--- src/rtl/lattice_sweep_ctrl_pkg.sv ---
// lattice_pkg: shared constants, FSM states and row-count helpers for the lattice sweep
package lattice_pkg;
  localparam int LANES = 32;
  localparam int LANE_SH = 5;
  localparam int ADDR_W = 11;
  typedef enum logic [2:0] {IDLE, INIT, WAIT_INIT, SWEEP, DRAIN, DONE} state_t;
  // Rows read at step s, including the carry row feeding lane 31's up-neighbour
  function automatic logic [6:0] rows_rd(input logic [10:0] s);
    logic [11:0] t;
    t = ({1'b0, s} + 12'd1) >> LANE_SH;
    return t[6:0] + 7'd1;
  endfunction
  function automatic logic [6:0] rows_wr(input logic [10:0] s);
    logic [10:0] t;
    t = s >> $clog2(LANES);
    return t[6:0] + 7'd1;
  endfunction
endpackage

--- src/rtl/lattice_sweep_ctrl_if.sv ---
// lattice_sweep_ctrl_if: control/bank-port bundle between the sweep controller and its neighbours
interface lattice_sweep_ctrl_if #(parameter int ADDR_W = lattice_pkg::ADDR_W);
  logic start;
  logic [10:0] num_steps;
  logic init_start;
  logic init_done;
  logic [ADDR_W-1:0] rdaddr;
  logic rd_en;
  logic q_valid;
  logic [ADDR_W-1:0] wraddr;
  logic wren;
  logic [10:0] step_idx;
  logic terminal;
  logic busy;
  logic done;
  modport master(
    input start, num_steps, init_done,
    output init_start, rdaddr, rd_en, q_valid, wraddr, wren, step_idx, terminal, busy, done
  );
  modport slave(
    output start, num_steps, init_done,
    input init_start, rdaddr, rd_en, q_valid, wraddr, wren, step_idx, terminal, busy, done
  );
endinterface

--- src/rtl/lattice_sweep_ctrl_addr_delay_line.sv ---
// addr_delay_line: DEPTH-stage shift register of {valid, writable, addr} with synchronous clear
module addr_delay_line #(
  parameter int DEPTH = 8,
  parameter int DW = 13
) (
  input  logic          clk,
  input  logic          nrst,
  input  logic [DW-1:0] i_d,
  output logic          o_tap1_valid,
  output logic [DW-1:0] o_q
);
  logic [DEPTH-1:0][DW-1:0] r_sr;
  always_ff @(posedge clk)
    r_sr <= !nrst ? '0 : {r_sr[DEPTH-2:0], i_d};
  assign o_tap1_valid = r_sr[0][DW-1];
  assign o_q = r_sr[DEPTH-1];
endmodule

--- src/rtl/lattice_sweep_ctrl.sv ---
// lattice_sweep_ctrl: drives bank init, backward per-step row reads and delayed result writes
module lattice_sweep_ctrl #(
  parameter int ADDR_W = lattice_pkg::ADDR_W,
  parameter int PIPE_LAT = 8
) (
  input logic clk,
  input logic nrst,
  lattice_sweep_ctrl_if.master bus
);
  import lattice_pkg::*;
  state_t r_state, w_next;
  logic [10:0] r_num, r_step;
  logic r_term;
  logic [6:0] r_cnt, w_rows_rd, w_rows_wr;
  logic w_last_row, w_last_drain;
  logic [ADDR_W+1:0] w_dl_in, w_dl_out;
  logic w_tap1_valid;
  assign w_rows_rd = rows_rd(r_step);
  assign w_rows_wr = rows_wr(r_step);
  assign w_last_row = r_cnt == w_rows_rd - 7'd1;
  assign w_last_drain = r_cnt == 7'(PIPE_LAT - 1);
  always_ff @(posedge clk)
    r_state <= !nrst ? IDLE : w_next;
  always_comb begin
    w_next = r_state;
    case (r_state)
      IDLE:      w_next = bus.start ? INIT : IDLE;
      INIT:      w_next = WAIT_INIT;
      WAIT_INIT: w_next = bus.init_done ? SWEEP : WAIT_INIT;
      SWEEP:     w_next = w_last_row ? DRAIN : SWEEP;
      DRAIN:     w_next = !w_last_drain ? DRAIN : (r_step == '0 ? DONE : SWEEP);
      DONE:      w_next = IDLE;
      default:   w_next = IDLE;
    endcase
    bus.init_start = r_state == INIT;
    bus.rd_en = r_state == SWEEP;
    bus.rdaddr = r_state == SWEEP ? ADDR_W'(r_cnt) : '0;
    bus.busy = r_state != IDLE;
    bus.done = r_state == DONE;
    bus.step_idx = r_step;
    bus.terminal = r_term;
    bus.q_valid = w_tap1_valid;
    bus.wraddr = w_dl_out[ADDR_W-1:0];
    bus.wren = w_dl_out[ADDR_W+1] & w_dl_out[ADDR_W];
  end
  // One counter walks read rows in SWEEP and drain cycles in DRAIN
  always_ff @(posedge clk) begin
    if (!nrst) begin
      r_num <= '0;
      r_step <= '0;
      r_term <= 1'b0;
      r_cnt <= '0;
    end else begin
      if (r_state == IDLE && bus.start) r_num <= bus.num_steps;
      if (r_state == WAIT_INIT && bus.init_done) begin
        r_step <= r_num;
        r_term <= 1'b1;
      end
      if (r_state == DRAIN && w_last_drain && r_step != '0) begin
        r_step <= r_step - 11'd1;
        r_term <= 1'b0;
      end
      r_cnt <= (r_state == SWEEP && !w_last_row) || (r_state == DRAIN && !w_last_drain) ? r_cnt + 7'd1 : '0;
    end
  end
  assign w_dl_in = {r_state == SWEEP, r_cnt < w_rows_wr, ADDR_W'(r_cnt)};
  addr_delay_line #(.DEPTH(PIPE_LAT), .DW(ADDR_W + 2)) u_dl (
    .clk(clk),
    .nrst(nrst),
    .i_d(w_dl_in),
    .o_tap1_valid(w_tap1_valid),
    .o_q(w_dl_out)
  );
endmodule

--- src/flat_wrapper.sv ---
// flat-port wrapper written by rule: the top's interface ports become plain ports
module lattice_sweep_ctrl_flat import lattice_pkg::*;
#(
  parameter int ADDR_W = lattice_pkg::ADDR_W,
  parameter int PIPE_LAT = 8
)
  (clk, nrst, bus_start, bus_num_steps, bus_init_done, bus_init_start, bus_rdaddr, bus_rd_en, bus_q_valid, bus_wraddr, bus_wren, bus_step_idx, bus_terminal, bus_busy, bus_done);
  lattice_sweep_ctrl_if #(.ADDR_W(ADDR_W)) bus_i ();
  input logic clk;
  input logic nrst;
  input wire logic [$bits(bus_i.start)-1:0] bus_start;
  input wire logic [$bits(bus_i.num_steps)-1:0] bus_num_steps;
  input wire logic [$bits(bus_i.init_done)-1:0] bus_init_done;
  output wire logic [$bits(bus_i.init_start)-1:0] bus_init_start;
  output wire logic [$bits(bus_i.rdaddr)-1:0] bus_rdaddr;
  output wire logic [$bits(bus_i.rd_en)-1:0] bus_rd_en;
  output wire logic [$bits(bus_i.q_valid)-1:0] bus_q_valid;
  output wire logic [$bits(bus_i.wraddr)-1:0] bus_wraddr;
  output wire logic [$bits(bus_i.wren)-1:0] bus_wren;
  output wire logic [$bits(bus_i.step_idx)-1:0] bus_step_idx;
  output wire logic [$bits(bus_i.terminal)-1:0] bus_terminal;
  output wire logic [$bits(bus_i.busy)-1:0] bus_busy;
  output wire logic [$bits(bus_i.done)-1:0] bus_done;
  assign bus_i.start = bus_start;
  assign bus_i.num_steps = bus_num_steps;
  assign bus_i.init_done = bus_init_done;
  assign bus_init_start = bus_i.init_start;
  assign bus_rdaddr = bus_i.rdaddr;
  assign bus_rd_en = bus_i.rd_en;
  assign bus_q_valid = bus_i.q_valid;
  assign bus_wraddr = bus_i.wraddr;
  assign bus_wren = bus_i.wren;
  assign bus_step_idx = bus_i.step_idx;
  assign bus_terminal = bus_i.terminal;
  assign bus_busy = bus_i.busy;
  assign bus_done = bus_i.done;
  lattice_sweep_ctrl #(.ADDR_W(ADDR_W), .PIPE_LAT(PIPE_LAT)) u_core (.clk(clk), .nrst(nrst), .bus(bus_i));
endmodule
--- config.mk ---
export PLATFORM = sky130hd
export DESIGN_NAME = lattice_sweep_ctrl_flat
export DESIGN_NICKNAME = d
export VERILOG_FILES = /design/src/rtl/lattice_sweep_ctrl_pkg.sv /design/src/rtl/lattice_sweep_ctrl_if.sv /design/src/rtl/lattice_sweep_ctrl_addr_delay_line.sv /design/src/rtl/lattice_sweep_ctrl.sv /design/src/flat_wrapper.sv
export SDC_FILE = /design/constraint.sdc
export NUM_CORES = 1
export LEC_CHECK = 0
export ABC_AREA = 1
export BUFFER_PORTS_ARGS = -buffer_cell sky130_fd_sc_hd__buf_4
export CORE_MARGIN = 5
export CORE_UTILIZATION = 52
export CTS_CLUSTER_SIZE = 8
export DETAILED_ROUTE_END_ITERATION = 10
export PLACE_DENSITY_LB_ADDON = 0.3
export SLEW_MARGIN = 15
export SYNTH_ARGS = -nofsm -noshare
export SYNTH_HDL_FRONTEND = slang
export SYNTH_SLANG_ARGS = --single-unit
--- constraint.sdc ---
create_clock -name clk -period 1.5 [get_ports clk]
set_input_delay 0.3 -clock clk [delete_from_list [all_inputs] [get_ports clk]]
set_output_delay 0.3 -clock clk [all_outputs]
set_load 0.1 [all_outputs]
==> results of run 1 <==
[state kept, by name, indices dropped and copies added (netlist names)]
| signal | cells |
|---|---|
| u_core.bus.step_idx | 11 |
| u_core.bus.terminal | 1 |
| u_core.r_cnt | 7 |
| u_core.r_num | 11 |
| u_core.r_state | 3 |
| u_core.u_dl.o_q | 9 |
| u_core.u_dl.o_tap1_valid | 1 |
| u_core.u_dl.r_sr | 62 |
[worst max-delay path, stage by stage, from the launching register on]
cell                      delay [ps]
sky130_fd_sc_hd__dfxtp_4         390
sky130_fd_sc_hd__inv_4            30
sky130_fd_sc_hd__nor2_4          140
sky130_fd_sc_hd__nand2_8          70
sky130_fd_sc_hd__buf_12          150
sky130_fd_sc_hd__nor2_4          100
sky130_fd_sc_hd__buf_12          180
[worst min-delay path by stage]
stage | from | endpoint | slack, ps | depth (start not counted)
5_1_grt | bus_num_steps[5] | u_core.r_num[5] | 160 | 3
6_report | bus_num_steps[1] | u_core.r_num[1] | 160 | 3
3_5_place_dp | u_core.u_dl.r_sr[50] | u_core.u_dl.r_sr[63] | 400 | 2
2_1_floorplan | u_core.u_dl.r_sr[78] | u_core.u_dl.o_q[0] | 390 | 2
3_3_place_gp | u_core.u_dl.r_sr[42] | u_core.u_dl.r_sr[55] | 390 | 2
4_1_cts | bus_num_steps[1] | u_core.r_num[1] | 150 | 3
[cells in the final DEF (no fill, tap or decap), types with 13 or more instances in the layout]
| cell | count |
|---|---|
| sky130_fd_sc_hd__nor2_4 | 16 |
| sky130_fd_sc_hd__a21oi_1 | 17 |
| sky130_fd_sc_hd__nor2_1 | 13 |
| sky130_fd_sc_hd__dfxtp_1 | 88 |
| sky130_fd_sc_hd__buf_4 | 73 |
| sky130_fd_sc_hd__nor2_2 | 16 |
| sky130_fd_sc_hd__nand2_1 | 142 |
| sky130_fd_sc_hd__buf_6 | 13 |
| sky130_fd_sc_hd__inv_1 | 103 |
| sky130_fd_sc_hd__dfxtp_4 | 13 |
[power by group]
| group | switching, W | internal (W) |
|---|---|---|
| Sequential | 0.0000463 | 0.00282 |
| Combinational | 0.000488 | 0.000247 |
| Clock | 0.00112 | 0.000685 |
| Total | 0.00165 | 0.00375 |
[timing repair]
item,4_1_cts,5_1_grt
setup buffers,15,4
gates cloned,0,1
pin swaps,18,7
gates resized for setup,62,30
setup endpoints to repair,39,38
[metrics by stage]
stage / instances / instance area [um2] / hold slack [ps]
3_5_place_dp: 723 / 5145 / 396.3
6_report: 758 / 5869 / 158.6
4_1_cts: 754 / 5724 / 149.7
5_1_grt: 758 / 5869 / 161.2
3_3_place_gp: 723 / 5145 / 391.7
2_1_floorplan: 569 / 4608 / 390.5
[metal layers]
metal  global-route usage  vias up  wire length, um
met5                    0        -                0
li1                     -     1833                -
met4              0.07566        0              221
met1               0.2389     1634             4319
met2               0.3124      105             4424
met3              0.04844       24              577
[area by class of cell]
type	count	area (um2)
Tap cell	105	131.4
Timing Repair Buffer	101	979.7
Sequential cell	105	2156
Multi-Input combinational cell	313	1922
Inverter	117	459.2
Clock inverter	7	91.34
Timing Repair inverter	1	6.256
Fill cell	571	2265
Clock buffer	9	123.9
[cells by family after synthesis]
family | synth area share
flops | 0.4877
buf+inv | 0.1498
xor+xnor | 0.03657
other cells | 0.0008700
fa+ha+maj | 0.03193
compound gates | 0.05980
simple gates | 0.2334
==> results.md, run 1 <==
CTS:
- The count of clock tree sinks is 105.
- The number of clock buffers added by TritonCTS is 9.
- In this run the deepest clock path goes through 2 buffers.
- The cell at the root of the clock tree is sky130_fd_sc_hd__clkbuf_8.
- The source-to-sink clock delay at the later pin of the worst-skew pair is 380 ps.
- The post-cts hold buffer count is 0.
- TritonCTS built the clock tree.
- The clock-pin slew reported for the worst setup and hold paths after clock tree synthesis is 110 ps.
- The number of levels the H-tree was split into is 3.

Critical path:
- The nature of the critical path endpoint is an output port.
- The start point of the critical path is u_core.r_state[1].
- The critical path ends at bus_rdaddr[5].
- The worst register-to-register path ends at u_core.r_cnt[2].
- The critical path required time is 1200 ps.
- At the worst endpoint, the arrival time is 1440 ps.
- The startpoint of the worst register-to-register path is u_core.bus.step_idx[6].
- Across all register-to-register paths, the minimum setup slack is -170 ps.
- Of all nets on the critical path, the largest fanout is 5.
- The depth of the worst register-to-register path is 12.
- The critical path is of the reg2out type.
- STA classifies the critical path startpoint as a flop.

Synthesis:
- Averaged over all synthesized cells, the footprint is 7.670 um2.
- The count of different cell masters after synthesis is 35.
- After synthesis, the most frequently instantiated cells are sky130_fd_sc_hd__nand2_1 (149), sky130_fd_sc_hd__inv_1 (108), sky130_fd_sc_hd__dfxtp_1 (105).
- The largest total area in the synthesized netlist belongs to sky130_fd_sc_hd__dfxtp_1.
- The total of flip-flops plus latches after synthesis is 105.
- Summing every instance area after synthesis gives 4310 um2.
- The cell count after synthesis is 562.
- The share of synthesized area in the top cell type comes to 0.4877.
- Sorting the synthesized cells by area gives the leading types as sky130_fd_sc_hd__dfxtp_1 (49%), sky130_fd_sc_hd__nand2_1 (13%), sky130_fd_sc_hd__inv_1 (9.4%), sky130_fd_sc_hd__ha_1 (3.2%), sky130_fd_sc_hd__buf_4 (3.1%).
- The Yosys step of the flow raised 0 warnings.
- The number of enable-type register cells in the synthesized netlist is 0.
- The most frequently used cell type in the post-synthesis netlist is sky130_fd_sc_hd__nand2_1.
- Among all flip-flop cells after synthesis, the most frequent one is sky130_fd_sc_hd__dfxtp_1.
- The sequential element share of the synthesized area is 0.4877.
- For this run, asynchronously set or reset flops after synthesis account for 0.

Placed design:
- The routability congestion estimate is 0.8859.
- During placement, the flow inserted port buffers numbering 46.
- Detailed placement ended at an HPWL of 6366 um.
- The pre-CTS setup slack is -133.5 ps.

Power:
- The power per standard cell area is 920.9 nW/um2.
- After layout, the design draws a total of 0.005405 W.
- The worst-case IR drop observed on VDD is 600.4 uV.
- The static power due to leakage is 3.002 nW.

Route:
- The count of nets left with antenna violations once routing finished came out at 0.
- The count of TritonRoute iterations in the first routing pass is 4.
- After detailed routing, the average wire length per cell comes to 12.59 um.
- The total detailed-routing wirelength is 9542 um.
- The number of vias per cell after detailed routing is 4.744.
- The DRC violation count after routing is 0.
- The detailed router's first-iteration violation count is 158.
- The detailed-route via count is 3,596.

Timing:
- The final setup TNS is -4136 ps.
- The worst clock skew is 9.509 ps.
- The post-layout worst setup margin is -237.1 ps.
- The total setup violations reported at the end of the flow is 29.
- The max-slew violation total from the final report was 0.
- The number of failing hold endpoints at the final stage is 0.
- Timing would allow up to 575.7 MHz.
- Setup repair after global routing could not meet its margin everywhere.
- The clock period minus worst slack is 1737 ps.
- Dividing the final minimum period by the clock period gives 1.158.

Die:
- The initial core utilization is 0.5299.
- The full die area is 10,210 um2.
- The horizontal extent of the die is 101.0 um.
- The floorplan step defined a core boundary enclosing 8134 um2.
- The number of top-level pins is 55.
- The die is 101.0 um tall.
- The floorplan has 33 rows.

Cells and area:
- Of the cells placed in the final design, the portion with a size suffix greater than 1 is 0.3369.
- In the final design database the tool counted 674 nets.
- The number of diodes is 0.
- Measured on the finished design, the core utilization comes to 0.7216.
- The area growth from synthesis to layout is 36.17%.

Status:
- The flow ran to the end, but the final reports show violations.
- The final reports fail on negative setup slack.

Global routing:
- The largest net degree at the start of global routing is 56.
- For this run, the total global-route usage over all layers was measured as 0.1904.
- The wire length of the first global-routing pass is 15,460 um.
- The number of global-route vias before repair is 3,432.
- The number of antenna violations at the first check in global routing came to 0.
- After global routing the overflow that remains totals 0.

Run:
- Max-cap violations in this run came to 0.

Min path:
- The type of the worst min-delay path is in2reg.
No activity file was read; power rests on OpenSTA's default activity.
==> run 2: changes to the inputs <==
Settings changed: CORE_UTILIZATION 52 to 30, GPL_TIMING_DRIVEN set to 0, SYNTH_HIERARCHICAL set to 1.
==> results.md, run 2 <==
Status:
- The flow ran to the end, but the final reports show violations.
- The final reports fail on negative setup slack.

Global routing:
- The number of antenna violations at the first check in global routing is 0 (unchanged).
- The wire length of the first global-routing pass is 16,840 um (+8.9%).
- The number of global-route vias before repair came to 3,548 (+3.4%).
- The total global routing track utilization was 0.1038 (-0.08668).
- The leftover overflow at the end of global routing was 0 (unchanged).
- The largest net degree at the start of global routing was 17 (-70%).

Synthesis:
- The share of flip-flops with an asynchronous set or reset after synthesis is 0 (unchanged).
- The fraction of synthesized area in multiplexers was 0 (unchanged).
- The most frequently used cell type in the post-synthesis netlist is sky130_fd_sc_hd__nand2_1.
- After synthesis, the largest family of logic cells by area is simple AND/OR/NAND/NOR gates.
- The area fraction in compound gates after synthesis came to 0.04378 (-0.01602).
- The mean area per synthesized cell came to 7.853 um2 (+2.4%).
- The number of enable-type register cells in the synthesized netlist is 0 (unchanged).
- The cell count after synthesis came to 677 (+20%).
- The most common flop cell mapped by yosys is sky130_fd_sc_hd__dfxtp_1.
- The sequential element share of the synthesized area is 0.5159 (+0.02822).
- The Yosys warning count is 6 (+6).
- sky130_fd_sc_hd__dfxtp_1 takes more of the synthesized area than any other cell.
- The parity-gate share of the synthesized area counting xor and xnor cells came to 0.02471 (-0.01186).
- The total of flip-flops plus latches after synthesis is 137 (+30%).
- The commonest cells after synthesis are sky130_fd_sc_hd__nand2_1 (177), sky130_fd_sc_hd__dfxtp_1 (137), sky130_fd_sc_hd__inv_1 (133).
- The count of different cell masters after synthesis is 31 (-11%).
- The area of the mapped netlist is 5316 um2 (+23%).
- By area the synthesized netlist is led by sky130_fd_sc_hd__dfxtp_1 (52%), sky130_fd_sc_hd__nand2_1 (12%), sky130_fd_sc_hd__inv_1 (9.4%), sky130_fd_sc_hd__nor2_1 (3.0%), sky130_fd_sc_hd__buf_4 (2.8%).
- The fraction of the mapped netlist area in simple logic gates came to 0.2299 (-0.003445).
- The adder-cell share of the synthesized area is 0.02589 (-0.006042).
- The area share of the largest cell type after synthesis was 0.5159 (+0.02822).

Cells and area:
- The net count reported at finish is 809 (+20%).
- The area added between synthesis and finish is 40.43%.
- The fraction of layout instances using a drive strength above 1 is 0.3317 (-0.005248).
- More flip-flops sit in one register than any other, and that register is u_core/u_dl/r_sr.
- The library cells used most frequently in the layout, excluding fill and tap cells, are sky130_fd_sc_hd__nand2_1 (173), sky130_fd_sc_hd__inv_1 (124), sky130_fd_sc_hd__dfxtp_1 (120).
- The number of cells in the finished layout apart from fillers came to 1,021 (+35%).
- The final design utilization is 0.4301 (-0.2914).
- The number of diodes was 0 (unchanged).
- The flip-flop count of the largest register after layout came to 90 (+45%).
- The final cell area excluding filler cells is 7466 um2 (+27%).
- The library cell used most frequently in the layout, excluding fill and tap cells, is sky130_fd_sc_hd__nand2_1.

Critical path:
- The data arrival time at the worst-slack endpoint is 1480 ps (+40 ps).
- The depth of the worst register-to-register path is 11 (-1).
- The cell at the slowest stage of the critical path is sky130_fd_sc_hd__dfxtp_4.
- The critical path is of the reg2out type.
- Walking the worst path, the cells encountered are inv_4 -> nor2_4 -> nand2_4 -> nor2_4 -> buf_12.
- The worst register-to-register path begins at u_core/bus.step_idx[5].
- The largest fanout on the critical path is 4 (-1).
- The nature of the critical path endpoint is an output port.
- The cell with the most instances on the worst path is sky130_fd_sc_hd__nor2_4.
- The destination of the worst register-to-register timing path is u_core/bus.step_idx[5].
- The maximum cell stage delay along the critical path is 380 ps (about the same).
- The worst setup path is launched from a flop.
- The worst setup slack for register-to-register paths is -260 ps (-90 ps).
- The critical path required time is 1200 ps (about the same).

Route:
- The residual antenna-violating net count after detailed routing is 0 (unchanged).
- In this run the top signal layer used is met4.
- The count of TritonRoute iterations in the first routing pass was 5 (+1).
- The total detailed-routing wirelength is 10,380 um (+8.8%).
- The DRC violation count after routing came to 0 (unchanged).
- The average detailed-routed wire length per instance is 10.16 um (-19%).
- The detailed router's first-iteration violation count is 140 (-11%).
- The detailed-route via count is 4,025 (+12%).
- The number of vias per cell after detailed routing is 3.942 (-17%).
- The detailed route wirelength on metal2 was 4926 um (+11%).
- The routed length on met1 is 4941 um (+14%).
- The routed length on met3 is 406 um (-30%).

Timing:
- The post-layout worst setup margin is -277.5 ps (-40.42 ps).
- The maximum operating frequency came to 562.6 MHz (-2.3%).
- The worst hold slack is 152.4 ps (-6.223 ps).
- The total setup violations reported at the end of the flow is 34 (+17%).
- Setup repair after global routing could not meet its margin everywhere.
- The clock period minus worst slack is 1778 ps (+40.42 ps).
- The final setup TNS was -7136 ps (-3000 ps).
- The actual transition at the worst max-transition pin is 634.7 ps.
- The max-slew violation total from the final report came to 0 (unchanged).
- The number of failing hold endpoints at the final stage came to 0 (unchanged).
- Measured against its own limit, the worst slew margin works out to 0.5769.
- The final worst-path cycle share came to 1.185 (+0.02695).
- The worst clock skew is 7.952 ps (-1.557 ps).

Min path:
- The type of the worst min-delay path is in2reg.
- The launch point of the worst hold path is bus_num_steps[8].
- The end of the worst hold path is u_core/r_num[8].
- The worst hold path cell count was 3 (unchanged).

CTS:
- The number of levels the H-tree was split into is 4 (+1).
- The CTS tree is built.
- The total CTS buffers was 17 (+8).
- The largest buffer count on any clock path is 2 (unchanged).
- The clock-pin slew reported for the worst setup and hold paths after clock tree synthesis was 60 ps (-50 ps).
- The cell at the root of the clock tree is sky130_fd_sc_hd__clkbuf_16.
- The count of clock tree sinks is 137 (+30%).
- The source-to-sink clock delay at the later pin of the worst-skew pair is 410 ps (+30 ps).

Die:
- The number of standard-cell rows in the floorplan is 48 (+45%).
- The standard cell core area is 17,360 um2 (+110%).
- The horizontal extent of the die is 143.1 um (+42%).
- The number of top-level pins is 55 (unchanged).
- The full die area is 20,480 um2 (+100%).
- The die outline height is 143.1 um (+42%).
- The initial core utilization came to 0.3063 (-0.2236).

Power:
- The portion of total power attributed to the clock network is 0.496 (+0.162).
- The power per standard cell area was 1210 nW/um2 (+31%).
- The sequential share of power is 0.414 (-0.116).
- The internal portion of total power is 0.006886 W (+83%).
- The power spent charging and discharging nets was 0.002147 W (+30%).
- The part of the total power dissipated in combinational logic is 0.090 (-0.046).
- The switching power as a share of total power came to 0.2377 (-0.06811).
- The static power due to leakage came to 3.928 nW (+31%).
- The worst IR drop on VDD came to 868.2 uV (+45%).

Run:
- The max-capacitance violation count is 0 (unchanged).

Placed design:
- The port buffer count is 50 (+8.7%).
- The area of placed instances is 6240 um2 (+21%).
- The total half-perimeter wirelength after legalization and detailed placement is 6993 um (+9.9%).
- The total instance count after detailed placement is 959 (+33%).
- The routability congestion estimate is 0.8216 (-7.3%).
## run 2: power by group through the flow
stage                     Combinational [W]  Clock (W)  Sequential, W
after floorplan                    0.000438          0        0.00389
after global placement             0.000643          0        0.00383
after detailed placement           0.000646          0        0.00383
after CTS                          0.000722    0.00458        0.00375
after global routing               0.000875    0.00475        0.00375
final                              0.000812    0.00448        0.00374
## run 2: cell type report
| class | instances | area (um2) |
|---|---|---|
| repair buffers | 79 | 773.2 |
| clock inverters | 12 | 187.7 |
| well taps | 225 | 281.5 |
| flip-flops and latches | 137 | 2801 |
| fillers | 1660 | 9891 |
| inverters | 149 | 588.1 |
| clock buffers | 20 | 456.7 |
| multi-input cells | 362 | 2066 |
| plain buffers | 37 | 311.5 |
## run 2: timing repair
item,CTS,global route
resized for setup,48,41
pin swaps,10,10
endpoints found under the setup margin,38,45
hold buffers,0,0
cloned,1,0
setup buffers,16,13
## run 2: worst max-delay path by stage
stage / startpoint / endpoint / slack, ps / cells after the start
after floorplan: u_core/bus.step_idx[5] / u_core/u_dl/r_sr[11] / -400 / 12
after detailed placement: u_core/r_cnt[1] / u_core/bus.step_idx[6] / -420 / 8
after CTS: u_core/bus.step_idx[5] / u_core/u_dl/r_sr[11] / -320 / 12
after global placement: u_core/r_cnt[1] / u_core/bus.step_idx[6] / -420 / 8
final: u_core/r_state[1] / bus_rdaddr[0] / -280 / 5
after global routing: u_core/bus.step_idx[5] / u_core/bus.step_idx[1] / -400 / 10
## run 2: layer usage
metal | track usage | vias to the layer above
li1 | - | 2179
met1 | 0.1377 | 1775
met2 | 0.1575 | 59
met3 | 0.03483 | 12
met4 | 0.03702 | 0
met5 | 0 | -
## run 2: worst max-delay path: cells and delay by family, from the launching register on
kind	cells	cell delay (ps)
and+or+nand+nor	3	460
DFF	1	380
buffers and inverters	2	220
## run 2: cells by family (layout without fill, tap and decap cells)
| group | count (synthesis) | in the layout |
|---|---|---|
| AOI/OAI and AO/OA | 45 | 45 |
| xor gates and xnor gates | 15 | 15 |
| DFF | 137 | 137 |
| buffers and inverters | 186 | 297 |
| other | 1 | 8 |
| adders and majority gates | 11 | 11 |
| and+or+nand+nor | 282 | 283 |
## run 2: through the flow
| stage | total power (W) | worst slack [ps] |
|---|---|---|
| floorplan | 0.004327 | -400.9 |
| global placement | 0.004470 | -423.9 |
| detailed placement | 0.004474 | -423.1 |
| CTS | 0.009046 | -324.4 |
| global route | 0.009374 | -400.0 |
| finish | 0.009032 | -277.5 |
==> run 3: changes to the inputs <==
--- a/constraint.sdc
+++ b/constraint.sdc
@@ -3,2 +3,2 @@
 set_output_delay 0.3 -clock clk [all_outputs]
-set_load 0.1 [all_outputs]
+set_load 0.05 [all_outputs]
==> results.md, run 3 (synthesis gave the netlist of run 2 again) <==
Status:
- The flow ran to the end, but the final reports show violations.
- The final reports fail on negative setup slack.

CTS:
- The clock-pin slew reported for the worst setup and hold paths after clock tree synthesis is 60 ps (about the same).
- The total CTS buffers is 17 (unchanged).
- TritonCTS built the clock tree.
- The largest buffer count on any clock path was 2 (unchanged).
- The post-cts hold buffer count was 0 (unchanged).
- The number of levels the H-tree was split into came to 4 (unchanged).
- The cell sitting at the root of the clock tree is a sky130_fd_sc_hd__clkbuf_16.
- The source-to-sink clock delay at the later pin of the worst-skew pair is 400 ps (about the same).
- The count of clock tree sinks is 137 (unchanged).

Timing:
- The worst clock skew is 8.763 ps (+0.8110 ps).
- The clock period minus worst slack came to 1796 ps (+18.32 ps).
- The actual transition at the worst max-transition pin came to 600.8 ps (-33.91 ps).
- The worst slew margin relative to its limit was 0.5995 (+0.02261).
- Setup repair after global routing could not meet its margin everywhere.
- The final worst-path cycle share is 1.197 (+0.01221).
- The max-slew violation total from the final report is 0 (unchanged).
- The total setup violations reported at the end of the flow is 35 (+2.9%).
- The maximum operating frequency is 556.8 MHz (-1.0%).
- The post-layout worst setup margin came to -295.8 ps (-18.31 ps).
- The number of failing hold endpoints at the final stage is 0 (unchanged).
- The final setup TNS was -7517 ps (-380.5 ps).

Route:
- The detailed-route via count is 3,938 (-2.2%).
- The residual antenna-violating net count after detailed routing is 0 (unchanged).
- The count of TritonRoute iterations in the first routing pass is 4 (-1).
- The total detailed-routing wirelength is 10,130 um (-2.4%).
- The average detailed-routed wire length per instance is 9.994 um (-1.7%).
- The DRC violation count after routing is 0 (unchanged).
- The number of vias per cell after detailed routing is 3.884 (-1.5%).
- The detailed router's first-iteration violation count came to 157 (+12%).

Critical path:
- The depth of the worst register-to-register path is 11 (unchanged).
- The type of element launching the critical path is a flop.
- The data arrival time at the worst-slack endpoint is 2050 ps (+570 ps).
- The critical path required time is 1760 ps (+560 ps).
- The critical path class is reg2reg.
- The largest fanout on the critical path was 5 (+1).
- The nature of the critical path endpoint is a flop.

Cells and area:
- u_core/u_dl/r_sr holds more flip-flops than any other register.
- Compared with the post-synthesis result, the final layout area differs by 35.44%.
- The net count reported at finish came to 804 (-0.62%).
- The leading cell type in the layout, fill and taps excluded is sky130_fd_sc_hd__nand2_1.
- The flip-flop count of the largest register after layout is 90 (unchanged).
- The fraction of layout instances using a drive strength above 1 is 0.3207 (-0.01100).
- The number of diodes is 0 (unchanged).
- In the layout the commonest cells are sky130_fd_sc_hd__nand2_1 (173), sky130_fd_sc_hd__inv_1 (124), sky130_fd_sc_hd__dfxtp_1 (120).

Min path:
- The worst hold path cell count is 3 (unchanged).
- The type of the worst min-delay path is in2reg.

Die:
- The number of standard-cell rows in the floorplan is 48 (unchanged).
- The initial core utilization came to 0.3063 (unchanged).
- The die outline height came to 143.1 um (unchanged).
- The standard cell core area was 17,360 um2 (unchanged).
- The number of top-level pins is 55 (unchanged).
- The full die area came to 20,480 um2 (unchanged).
- The horizontal extent of the die is 143.1 um (unchanged).

Global routing:
- The leftover overflow at the end of global routing is 0 (unchanged).
- The wire length of the first global-routing pass came to 17,000 um (+0.98%).
- The number of global-route vias before repair came to 3,555 (+0.20%).
- The total global routing track utilization is 0.1038 (about the same).
- The largest net degree at the start of global routing is 17 (unchanged).
- The number of antenna violations at the first check in global routing is 0 (unchanged).

Power:
- The sequential share of power is 0.450 (+0.036).
- The power per standard cell area is 1159 nW/um2 (-4.2%).
- The part of the total power dissipated in combinational logic is 0.079 (-0.011).
- The worst IR drop on VDD came to 857.7 uV (-1.2%).
- The power spent charging and discharging nets is 0.001933 W (-10%).
- The static power due to leakage is 3.838 nW (-2.3%).
- The portion of total power attributed to the clock network is 0.471 (-0.025).
- The switching power as a share of total power is 0.2315 (-0.006115).
- The internal portion of total power is 0.006414 W (-6.9%).

Placed design:
- The routability congestion estimate was 0.7731 (-5.9%).
- The pre-CTS setup slack is -406.3 ps (+16.79 ps).
- The total half-perimeter wirelength after legalization and detailed placement is 7023 um (+0.43%).
- The port buffer count came to 50 (unchanged).

Run:
- The max-capacitance violation count was 0 (unchanged).
run 3: timing repair:
item                       CTS  global route
resized for setup           59            32
setup endpoints to repair   34            45
cloned                       2             0
setup buffers               16            10
pin swaps                   18            14
run 3: power by group through the flow:
stage               logic, W  clock network, W  registers (W)
floorplan           0.000362                 0        0.00385
global placement    0.000530                 0        0.00382
detailed placement  0.000532                 0        0.00382
CTS                 0.000618           0.00402        0.00375
global route        0.000721           0.00419        0.00376
finish              0.000659           0.00393        0.00376
run 3: critical path: stages, from the launching register on:
cell,delay [ps]
sky130_fd_sc_hd__dfxtp_4,370
sky130_fd_sc_hd__buf_4,140
sky130_fd_sc_hd__buf_6,130
sky130_fd_sc_hd__nor2_4,100
sky130_fd_sc_hd__nand4_1,150
sky130_fd_sc_hd__nor2_2,200
sky130_fd_sc_hd__nand2_2,100
sky130_fd_sc_hd__nand2_4,120
sky130_fd_sc_hd__buf_6,140
sky130_fd_sc_hd__o21ai_1,70
sky130_fd_sc_hd__nand2_1,80
sky130_fd_sc_hd__a21oi_1,60
run 3: cell type report:
cell class / count / area [um2]
tap: 225 / 281.5
fill: 1735 / 10160
sequential: 137 / 2786
buffer: 36 / 289.0
clock inverter: 8 / 87.58
timing repair buffer: 75 / 661.9
inverter: 149 / 571.8
multi-input combinational: 362 / 2038
clock buffer: 22 / 484.2
run 3: final timing paths:
check | start | end | slack [ps]
worst min-delay path | bus_num_steps[0] | u_core/r_num[0] | 150
worst max register to register | u_core/bus.step_idx[5] | u_core/bus.step_idx[9] | -300
worst max-delay path | u_core/bus.step_idx[5] | u_core/bus.step_idx[9] | -300
worst min register to register | u_core/u_dl/r_sr[22] | u_core/u_dl/r_sr[35] | 400
run 3: per-stage QoR:
stage / total power (W) / hold slack, ps / util / instances / instance area (um2)
global route: 0.008675 / 158.3 / 0.4149 / 1014 / 7201
CTS: 0.008385 / 134.3 / 0.4052 / 1006 / 7033
detailed placement: 0.004357 / 394.7 / 0.3537 / 959 / 6140
global placement: 0.004354 / 391.6 / 0.3537 / 959 / 6140
floorplan: 0.004209 / 386.4 / - / 684 / 5483
finish: 0.008346 / 151.3 / 0.4149 / 1014 / 7201
run 3: layer usage:
layer / vias up / wire, um / GRT usage / part of all wire
met3: 7 / 416 / 0.03248 / 0.041
met1: 1702 / 4884 / 0.1359 / 0.48
li1: 2165 / - / - / -
met5: - / 0 / 0 / 0
met2: 64 / 4729 / 0.1620 / 0.47
met4: 0 / 103 / 0.03602 / 0.010
